==> src/rtl/seg7_pkg.sv <==
// Shared definitions for the seven-segment display peripheral.
// Holds the glyph table, the internal digit codes that extend the
// hex digits with dash and blank, the converter state type, the control
// register bit positions and the control register offset.
package seg7_pkg;

    localparam int unsigned CTRL_OFFSET = 4;

    // Control register bit positions.
    localparam int unsigned CTRL_EN     = 0;
    localparam int unsigned CTRL_BLANK  = 1;
    localparam int unsigned CTRL_HEX    = 2;
    localparam int unsigned CTRL_DP_LSB = 8;

    typedef enum logic [1:0] {
        IDLE,
        SHIFT,
        DONE
    } conv_state_t;

    // Internal 5-bit digit codes: 0x00-0x0F are hex digits, bit 4 marks a special glyph.
    localparam logic [4:0] CODE_DASH  = 5'h10;
    localparam logic [4:0] CODE_BLANK = 5'h11;

    // Active-high glyphs, bit order {g,f,e,d,c,b,a}; element i is the glyph of digit i.
    localparam logic [15:0][6:0] GLYPH_HEX = {
        7'h71, 7'h79, 7'h5E, 7'h39, 7'h7C, 7'h77, 7'h6F, 7'h7F,
        7'h07, 7'h7D, 7'h6D, 7'h66, 7'h4F, 7'h5B, 7'h06, 7'h3F
    };
    localparam logic [6:0] GLYPH_DASH  = 7'h40;
    localparam logic [6:0] GLYPH_BLANK = 7'h00;

    function automatic logic [6:0] glyph(input logic [4:0] code);
        if (code == CODE_DASH)
            return GLYPH_DASH;
        else if (code[4])
            return GLYPH_BLANK;
        else
            return GLYPH_HEX[code[3:0]];
    endfunction

endpackage

==> src/rtl/seg7_bin2bcd_seq.sv <==
// Sequential double-dabble binary-to-BCD converter.
//   clk, rst_n : clock, asynchronous active-low reset
//   start      : one-cycle pulse; restarts any conversion in flight
//   hex        : sampled with start; bypasses conversion (raw nibbles)
//   din        : value to convert, sampled with start
//   busy       : high from the cycle after start through DONE
//   done       : high for the single DONE cycle; bcd/overflow are valid
//   overflow   : value does not fit in N_DIGITS digits
//   bcd        : N_DIGITS packed BCD (or hex) digits
module seg7_bin2bcd_seq
    import seg7_pkg::*;
#(
    parameter int unsigned DATA_W   = 32,
    parameter int unsigned N_DIGITS = 4
) (
    input  logic                  clk,
    input  logic                  rst_n,
    input  logic                  start,
    input  logic                  hex,
    input  logic [DATA_W-1:0]     din,
    output logic                  busy,
    output logic                  done,
    output logic                  overflow,
    output logic [4*N_DIGITS-1:0] bcd
);

    localparam int unsigned BCD_W = 4 * N_DIGITS;
    localparam int unsigned CNT_W = $clog2(DATA_W + 1);

    conv_state_t       state;
    logic [DATA_W-1:0] sh;
    logic [CNT_W-1:0]  cnt;
    logic [BCD_W-1:0]  adj;
    logic              hi_bits;

    // Add-3 correction on every digit that is 5 or more.
    always_comb begin
        adj = bcd;
        for (int unsigned i = 0; i < N_DIGITS; i++) begin
            if (bcd[4*i +: 4] >= 4'd5)
                adj[4*i +: 4] = bcd[4*i +: 4] + 4'd3;
        end
    end

    assign hi_bits = (din >> BCD_W) != '0;

    always_ff @(posedge clk or negedge rst_n) begin
        if (!rst_n) begin
            state    <= IDLE;
            sh       <= '0;
            cnt      <= '0;
            bcd      <= '0;
            overflow <= 1'b0;
            busy     <= 1'b0;
            done     <= 1'b0;
        end else if (start) begin
            busy <= 1'b1;
            if (hex) begin
                bcd      <= din[BCD_W-1:0];
                overflow <= hi_bits;
                done     <= 1'b1;
                state    <= DONE;
            end else begin
                bcd      <= '0;
                sh       <= din;
                cnt      <= CNT_W'(DATA_W - 1);
                overflow <= 1'b0;
                done     <= 1'b0;
                state    <= SHIFT;
            end
        end else begin
            case (state)
                SHIFT: begin
                    bcd <= {adj[BCD_W-2:0], sh[DATA_W-1]};
                    sh  <= {sh[DATA_W-2:0], 1'b0};
                    // A 1 leaving the top digit means a digit beyond N_DIGITS would be non-zero.
                    if (adj[BCD_W-1])
                        overflow <= 1'b1;
                    if (cnt == '0) begin
                        state <= DONE;
                        done  <= 1'b1;
                    end else begin
                        cnt <= cnt - 1'b1;
                    end
                end
                DONE: begin
                    state <= IDLE;
                    busy  <= 1'b0;
                    done  <= 1'b0;
                end
                default: begin
                    state <= IDLE;
                    busy  <= 1'b0;
                    done  <= 1'b0;
                end
            endcase
        end
    end

endmodule

==> src/rtl/seg7_display_ctrl.sv <==
// Memory-mapped N-digit multiplexed seven-segment display controller.
//   clk, rst_n      : clock, asynchronous active-low reset
//   WE, address,
//   dataout         : simple write bus; value at BASE_ADDR, control at BASE_ADDR+4
//   seg             : segments {g,f,e,d,c,b,a} of the active digit
//   dp              : decimal point of the active digit
//   an              : one-hot digit enable, an[0] is the rightmost digit
//   busy            : conversion in progress
//   overflow        : last converted value did not fit in N_DIGITS digits
module seg7_display_ctrl
    import seg7_pkg::*;
#(
    parameter int unsigned       N_DIGITS    = 4,
    parameter int unsigned       DATA_W      = 32,
    parameter logic [DATA_W-1:0] BASE_ADDR   = 32'h0148,
    parameter int unsigned       REFRESH_DIV = 100000,
    parameter bit                ACTIVE_LOW  = 1'b1
) (
    input  logic                clk,
    input  logic                rst_n,
    input  logic                WE,
    input  logic [DATA_W-1:0]   address,
    input  logic [DATA_W-1:0]   dataout,
    output logic [6:0]          seg,
    output logic                dp,
    output logic [N_DIGITS-1:0] an,
    output logic                busy,
    output logic                overflow
);

    localparam int unsigned RC_W  = $clog2(REFRESH_DIV);
    localparam int unsigned IDX_W = (N_DIGITS > 1) ? $clog2(N_DIGITS) : 1;

    logic                          wr_value, wr_ctrl;
    logic [DATA_W-1:0]             value_q;
    logic                          start_q;
    logic                          ctrl_en, ctrl_blank, ctrl_hex;
    logic [N_DIGITS-1:0]           dp_mask;

    logic                          conv_done, conv_ovf;
    logic [4*N_DIGITS-1:0]         conv_bcd;

    logic [N_DIGITS-1:0][4:0]      buf_code;
    logic [RC_W-1:0]               rc;
    logic [IDX_W-1:0]              idx;
    logic [N_DIGITS-1:0]           lz;
    logic                          run;
    logic [4:0]                    cur_code;

    assign wr_value = WE && (address == BASE_ADDR);
    assign wr_ctrl  = WE && (address == BASE_ADDR + DATA_W'(CTRL_OFFSET));

    always_ff @(posedge clk or negedge rst_n) begin
        if (!rst_n) begin
            value_q    <= '0;
            start_q    <= 1'b0;
            ctrl_en    <= 1'b1;
            ctrl_blank <= 1'b0;
            ctrl_hex   <= 1'b0;
            dp_mask    <= '0;
        end else begin
            start_q <= wr_value;
            if (wr_value)
                value_q <= dataout;
            if (wr_ctrl) begin
                ctrl_en    <= dataout[CTRL_EN];
                ctrl_blank <= dataout[CTRL_BLANK];
                ctrl_hex   <= dataout[CTRL_HEX];
                dp_mask    <= dataout[CTRL_DP_LSB +: N_DIGITS];
            end
        end
    end

    seg7_bin2bcd_seq #(
        .DATA_W   (DATA_W),
        .N_DIGITS (N_DIGITS)
    ) u_conv (
        .clk      (clk),
        .rst_n    (rst_n),
        .start    (start_q),
        .hex      (ctrl_hex),
        .din      (value_q),
        .busy     (busy),
        .done     (conv_done),
        .overflow (conv_ovf),
        .bcd      (conv_bcd)
    );

    // A restart arriving in the DONE cycle discards that result (latest write wins).
    always_ff @(posedge clk or negedge rst_n) begin
        if (!rst_n) begin
            buf_code <= '0;
            overflow <= 1'b0;
        end else if (conv_done && !start_q) begin
            overflow <= conv_ovf;
            for (int unsigned i = 0; i < N_DIGITS; i++)
                buf_code[i] <= conv_ovf ? CODE_DASH : {1'b0, conv_bcd[4*i +: 4]};
        end
    end

    always_ff @(posedge clk or negedge rst_n) begin
        if (!rst_n) begin
            rc  <= '0;
            idx <= '0;
        end else if (rc == RC_W'(REFRESH_DIV - 1)) begin
            rc  <= '0;
            idx <= (idx == IDX_W'(N_DIGITS - 1)) ? '0 : idx + 1'b1;
        end else begin
            rc <= rc + 1'b1;
        end
    end

    // lz[i]: digits i..N_DIGITS-1 are all zero (dash code is non-zero, so never blanked).
    always_comb begin
        lz  = '0;
        run = 1'b1;
        for (int unsigned k = 0; k < N_DIGITS; k++) begin
            run = run && (buf_code[N_DIGITS-1-k] == 5'd0);
            lz[N_DIGITS-1-k] = run;
        end
    end

    always_comb begin
        cur_code = buf_code[idx];
        if (ctrl_blank && (idx != '0) && lz[idx])
            cur_code = CODE_BLANK;
    end

    always_ff @(posedge clk or negedge rst_n) begin
        if (!rst_n) begin
            seg <= {7{ACTIVE_LOW}};
            dp  <= ACTIVE_LOW;
            an  <= {N_DIGITS{ACTIVE_LOW}};
        end else begin
            seg <= glyph(cur_code) ^ {7{ACTIVE_LOW}};
            dp  <= dp_mask[idx] ^ ACTIVE_LOW;
            an  <= (ctrl_en ? (N_DIGITS'(1) << idx) : '0) ^ {N_DIGITS{ACTIVE_LOW}};
        end
    end

endmodule

==> config.mk <==
export PLATFORM = sky130hd
export DESIGN_NAME = seg7_display_ctrl
export DESIGN_NICKNAME = d
export VERILOG_FILES = /design/src/rtl/seg7_pkg.sv /design/src/rtl/seg7_bin2bcd_seq.sv /design/src/rtl/seg7_display_ctrl.sv
export SDC_FILE = /design/constraint.sdc
export NUM_CORES = 1
export LEC_CHECK = 0
export CORE_ASPECT_RATIO = 1.75
export CORE_MARGIN = 1
export CORE_UTILIZATION = 45
export CTS_CLUSTER_SIZE = 12
export DETAILED_ROUTE_END_ITERATION = 8
export GPL_ROUTABILITY_DRIVEN = 1
export PLACE_DENSITY = 0.66
export SLEW_MARGIN = 0
export SYNTH_ARGS = -nofsm -noshare
export SYNTH_HDL_FRONTEND = slang
export SYNTH_SLANG_ARGS = --single-unit
==> constraint.sdc <==
create_clock -name clk -period 3.6 [get_ports clk]
set_clock_uncertainty 0.2 [all_clocks]
set_input_delay 0.72 -clock clk [delete_from_list [all_inputs] [get_ports clk]]
set_output_delay 0.72 -clock clk [all_outputs]
set_load 0.1 [all_outputs]
; ---- After elaboration in Yosys (flattened, before gate mapping)
; Memories as Yosys holds them, arrays and structs flattened.
; Cells that the tools add are included.
[word_totals]
regBits = 151
mem_bits_ro = 112
inputBits = 67
output_inout_bits = 14
wordCells = 117
n_memories = 1
[mem_list]
columns = memory, depth, word_bits, rd, rd_ports_with_merged_regs, wr, line
row1 = (name not given), 16, 7, 1, 0, 0, seg7_pkg.sv:39  ; return GLYPH_HEX[code[3:0]];
[op_classes]
n_addsub = 7
order_cmp = 6
eq_ne = 10
shifts = 1
mux = 45
bitwise_logic = 3
reduce_logical = 21
[ops]
columns = operator, count
row1 = 32-bit 2-to-1 mux, 3
row2 = "32-bit by 9-bit == test with 1-bit output, second input constant", 2
row3 = 16-bit 2-to-1 mux, 3
row4 = 32-bit nonzero test, 1
row5 = 5-bit 2-to-1 mux, 6
row6 = 6-bit 2-to-1 mux, 4
row7 = 7-bit 2-to-1 mux, 3
row8 = 5-bit logical NOT, 4
row9 = 4-bit 2-to-1 mux, 5
row10 = "17-bit by 1-bit adder with 17-bit output, second input constant", 1
row11 = "17-bit == test, second input constant", 1
row12 = 17-bit 2-to-1 mux, 1
row13 = "4-bit by 2-bit adder with 4-bit output, second input constant", 4
row14 = "4-bit by 3-bit >= comparator with 1-bit output, second input constant", 4
row15 = 1-bit 2-to-1 mux, 12
row16 = 5-bit binary-select mux with 2-bit select, 1
row17 = 2-bit 2-to-1 mux, 5
row18 = 1-bit logical AND, 8
row19 = 7-bit NOT, 1
row20 = 6-bit logical NOT, 1
row21 = "2-bit != test, second input constant", 3
row22 = 2-bit nonzero test, 3
row23 = "6-bit by 1-bit subtractor with 6-bit output, second input constant", 1
row24 = "5-bit == test, second input constant", 1
row25 = 13 further kinds, 15

; ---- Depth between registers and ports, before layout
[logic_depth]
depth_word = 13
mapped_depth = 12
depth_no_buf = 11

; ---- Cells and area by module
; From an unflattened synthesis, not the netlist that was laid out.
[hier_totals]
hier_cells = 636
area_unflattened_um2 = 7051.8
[by_module_without_submodules]
columns = module, n_inst, cells_per_inst, area_each_um2
row1 = seg7_display_ctrl, 1, 324, 4016.4
row2 = seg7_bin2bcd_seq, 1, 312, 3035.4

; ---- Worst setup path after synthesis
; Ideal clock, no wire load.
[synth_path]
kind = register to register
startpoint = register idx[1]
endpoint = register seg[6]
setup_ps = 82
arrival_time_ps = 2622
path_slack_ps = 696
stages_incl_launch_ff = 13
n_path_buf = 1
period_less_slack_ps = 2904
cell_sequence = dfrtp_1 clkbuf_1 inv_1 ha_1 nor4b_1 o311ai_0 o21bai_1 inv_1 ha_1 mux2_4 nand2_1 o21ai_1 mux2_4
[synth_between]
elab_chain_cells = 9
elab_cells_between_ends = 14
classes_between = eq/ne (1) / mux (8) / bitwise (1) / reduce/logical (3) / memory (1)
[synth_lines]
columns = item, line
row1 = from (decl), seg7_display_ctrl.sv:45  ; logic [IDX_W-1:0] idx;
row2 = from (signal assigned), seg7_display_ctrl.sv:107  ; idx <= (idx == IDX_W'(N_DIGITS - 1)) ? '0 : idx + 1'b1;
row3 = 1-bit binary-select mux with 2-bit select / 2-bit nonzero test (equally long branches), seg7_display_ctrl.sv:125  ; if (ctrl_blank && (idx != '0) && lz[idx])
row4 = 1-bit 2-to-1 mux (not written as such) / 1-bit logical AND (equally long branches), seg7_display_ctrl.sv:125
row5 = 1-bit logical AND, seg7_display_ctrl.sv:125
row6 = 5-bit 2-to-1 mux (*), seg7_display_ctrl.sv:125
row7 = memory read 16 x 7 bit, n/a
row8 = 7-bit 2-to-1 mux (not written as such), seg7_pkg.sv:39
row9 = 7-bit 2-to-1 mux, seg7_pkg.sv:36  ; else if (code[4])
row10 = 7-bit 2-to-1 mux (*), seg7_pkg.sv:34  ; if (code == CODE_DASH)
row11 = 7-bit NOT (no source line) (*), n/a
row12 = to (signal assigned), seg7_display_ctrl.sv:131  ; seg <= {7{ACTIVE_LOW}};
row13 = to (signal assigned), seg7_display_ctrl.sv:135  ; seg <= glyph(cur_code) ^ {7{ACTIVE_LOW}};
row14 = to (decl), seg7_display_ctrl.sv:24  ; output logic [6:0] seg,
; Every way passes the cells marked *; elsewhere a longest branch is shown, timed or not. The select of a mux whose other input is x is not followed.
; A chain may end at the register's enable or synchronous reset.

; ---- Worst setup path after layout
; Ends and elaborated chain as after synthesis.

==> impl_summary.log <==
[metrics] worst-margin pin slew: 1063 ps
[metrics] synthesis-to-finish area growth: 21.92%
[metrics] Cell Rows: 60
[metrics] number of distinct library cells after synthesis: 46
[metrics] count of hold buffers inserted by post-cts repair: 0
[metrics] post-layout net count: 804
[metrics] global-route wire length before repair: 25,050 microns
[metrics] type of destination of the critical path: register
[metrics] number of buffers inserted during clock tree synthesis: 17
[metrics] Final Wtd Congestion: 0.8180
[metrics] clock net sink count: 146
[metrics] library cell with the largest summed area after synthesis: sky130_fd_sc_hd__dfrtp_1
[metrics] maximum number of pins on one net before global-route repair: 68
[metrics] H-tree depth: 4
[metrics] Crit Path Class: register to register
[metrics] post-synthesis net count: 729
[metrics] time the worst path needs with I/O delays and setup: 2914 ps
[metrics] die footprint: 16,080 sq um
[metrics] max-slew violation count: 0
[metrics] most frequently used flop master after synthesis: sky130_fd_sc_hd__dfrtp_1
[metrics] Yosys Warn Count: 0
[metrics] main area contributors after synthesis: sky130_fd_sc_hd__dfrtp_1, sky130_fd_sc_hd__mux2_2, sky130_fd_sc_hd__mux2i_1
[metrics] setup violators final: 0
[metrics] summed instance area of the synthesized netlist: 6999 sq um
[metrics] total congestion overflow after global routing: 0
[metrics] P_leak: 3.756 nW
[metrics] first-pass detailed-route iteration total: 4
[metrics] leading cell types in the layout, fill and taps excluded: sky130_fd_sc_hd__dfrtp_1, sky130_fd_sc_hd__clkdlybuf4s50_1, sky130_fd_sc_hd__nor2_1, sky130_fd_sc_hd__a21oi_1
[metrics] starting density of the core: 45.70%
[metrics] number of buffers added for setup after CTS: 0
[metrics] number of cells produced by synthesis: 641
[metrics] clock tree root buffer cell: sky130_fd_sc_hd__clkbuf_16
[metrics] Seq cells post-synth: 146
[metrics] proportion of layout cells with a drive suffix above 1: 16.76%
[metrics] Power, Total: 0.003495 W
[metrics] detailed-placement wirelength estimate: 11,070 microns
[metrics] die extent in x: 96.28 microns
[metrics] average size of a mapped cell: 10.92 sq um
[metrics] number of synthesized flops with an enable pin: 0
[metrics] pre-CTS setup slack: 640.1 ps
[metrics] overall routing resource usage: 20.27%
[metrics] data arrival time of the critical path: 3050 ps
[metrics] fraction of the core area covered by cells at the end of the flow: 55.72%
[metrics] Internal Dissipation: 0.002754 W
[metrics] Seq/Total Area, Yosys: 52.43%
[metrics] Routed WL per cell: 16.25 microns
[metrics] share of the synthesized area in the top cell type: 47.55%
[metrics] clock tree from TritonCTS: yes
[metrics] Longest Clk Path Bufs: 2
[metrics] Hold Vio Cnt, Final: 0
[metrics] post-detailed-routing wire length: 14,850 microns
[metrics] # resized after CTS: 0
[metrics] total I/O pin count: 81
[metrics] number of design rule violations left after detail routing: 0
[metrics] pwr dens: 409.6 nW/um^2
[metrics] setup repair after global routing missed its margin: false
[metrics] Port-buffer cells: 80
[metrics] result of the run: completed
[metrics] post-CTS clock slew at the launch and capture registers of the worst setup and hold paths: 60 ps
[metrics] share of total power in sequential cells: 47.0%
[metrics] required arrival time at the worst endpoint: 3740 ps
[metrics] share of flip-flops with an asynchronous set or reset after synthesis: 100.0%
[metrics] Max Clock Freq: 343.2 MHz
[metrics] NetSw: 0.0007409 W
[metrics] number of inserted diodes: 0
[metrics] overall via count from detail_route: 4,961
[metrics] Clk pwr share: 49.8%
[metrics] share of total power consumed by net switching: 21.20%
[metrics] vertical die dimension: 167.0 microns
[metrics] depth of the most critical reg-to-reg path: 11
[metrics] Max VDD drop: 304.0 uV
[metrics] maximum fanout encountered on the critical timing path: 5
[metrics] critical path, cell by cell: inv_1, ha_1, nor4b_1, o311ai_0, o21bai_1, inv_1, ha_1, mux2_4, nand2_1, o21ai_1, mux2_4
[metrics] via density per instance: 5.428
[metrics] Gate power share: 3.2%
[metrics] initial antenna violation count: 0
[metrics] final cycle utilization of the critical path: 80.93%
[metrics] cell with the biggest individual delay on the critical path: sky130_fd_sc_hd__dfrtp_1
[metrics] classification of the worst-slack hold path: input port to asynchronous set/reset pin
[metrics] worst hold slack: 65.26 ps
[metrics] total of max-cap violations: 0
[metrics] number of global-route vias before repair: 5,344
[metrics] setup slack of the critical path after layout: 686.4 ps
[metrics] Worst slew margin: 28.89%
[metrics] area of the core: 15,310 sq um
[metrics] number of violations reported at the end of detailed-routing iteration 0: 195
[metrics] number of routed nets with antenna violations: 0
[metrics] Setup TNS: 0 ps
[metrics] launching element type of the critical path: register
[metrics] Crit path largest cell delay: 360 ps
[metrics] clk_lat worst skew: 410 ps
[metrics] commonest non-fill, non-tap cell in the layout: sky130_fd_sc_hd__dfrtp_1
path summary, 6_finish.rpt:
path                               from       to  slack [ps]
worst max register to register   idx[1]   seg[6]         690
worst min register to register  ctrl_en    an[0]         280
min in group clk                ctrl_en    an[0]         280
max in group asynchronous         rst_n  ctrl_en        2200
worst max-delay path             idx[1]   seg[6]         690
worst min-delay path              rst_n    rc[8]          70
power by group through the flow:
stage / combinational, W / sequential, W / clock [W]
global route: 0.000124 / 0.00164 / 0.00186
detailed placement: 0.000115 / 0.00167 / 0
floorplan: 0.00000290 / 0.00167 / 0
global placement: 0.000113 / 0.00167 / 0
finish: 0.000112 / 0.00164 / 0.00174
CTS: 0.000116 / 0.00164 / 0.00178
cell usage after synthesis (15+ instances only):
| library cell | number |
|---|---|
| sky130_fd_sc_hd__a21oi_1 | 52 |
| sky130_fd_sc_hd__clkbuf_1 | 18 |
| sky130_fd_sc_hd__dfrtp_1 | 133 |
| sky130_fd_sc_hd__ha_1 | 21 |
| sky130_fd_sc_hd__inv_1 | 20 |
| sky130_fd_sc_hd__mux2_2 | 40 |
| sky130_fd_sc_hd__mux2i_1 | 40 |
| sky130_fd_sc_hd__nand2_1 | 36 |
| sky130_fd_sc_hd__nand2b_1 | 15 |
| sky130_fd_sc_hd__nand3_1 | 26 |
| sky130_fd_sc_hd__nor2_1 | 62 |
| sky130_fd_sc_hd__o21ai_0 | 31 |
registers in the layout, summed over array words and instances, names as in the netlist:
signal / cells
an: 4
buf_code: 16
ctrl_blank: 1
ctrl_en: 1
ctrl_hex: 1
dp: 1
dp_mask: 4
idx: 2
overflow: 1
rc: 17
seg: 7
start_q: 1
u_conv.bcd: 16
u_conv.busy: 1
u_conv.cnt: 6
u_conv.overflow: 1
u_conv.sh: 32
u_conv.state: 2
value_q: 32
stage by stage:
step                cells  cell area [sq um]
finish                914               8533
global route          914               8533
CTS                   914               8533
detailed placement    883               7945
global placement      883               7945
floorplan             641               6999
routing by layer:
layer | global-route usage [%] | wire length, microns
met2 | 37.68 | 8515
met3 | 4.521 | 454
met4 | 8.566 | 306
met1 | 20.92 | 5571
met5 | 0 | 0
final cells by class:
| type | count | area [sq um] |
|---|---|---|
| multi-input combinational | 440 | 3104 |
| timing repair buffer | 91 | 862.1 |
| sequential | 146 | 3671 |
| inverter | 20 | 75.07 |
| tap | 186 | 232.7 |
| clock buffer | 18 | 439.2 |
| clock inverter | 13 | 148.9 |
| fill | 1362 | 6782 |
logic make-up after synthesis:
logic type | share of synthesized area [%]
muxes | 14.52
and+or+nand+nor | 14.32
adders and majority gates | 3.754
DFF | 52.43
xor gates and xnor gates | 2.878
AOI/OAI and AO/OA | 8.688
buffers and inverters | 3.414
worst max-delay path: cells and delay by family (launching register included):
kind	cells	cell delay, ps
AOI/OAI and AO/OA	3	650
muxes	2	520
adders and majority gates	2	450
and+or+nand+nor	2	420
DFF	1	360
buffers and inverters	2	240
(Power assumes the default switching activity.)
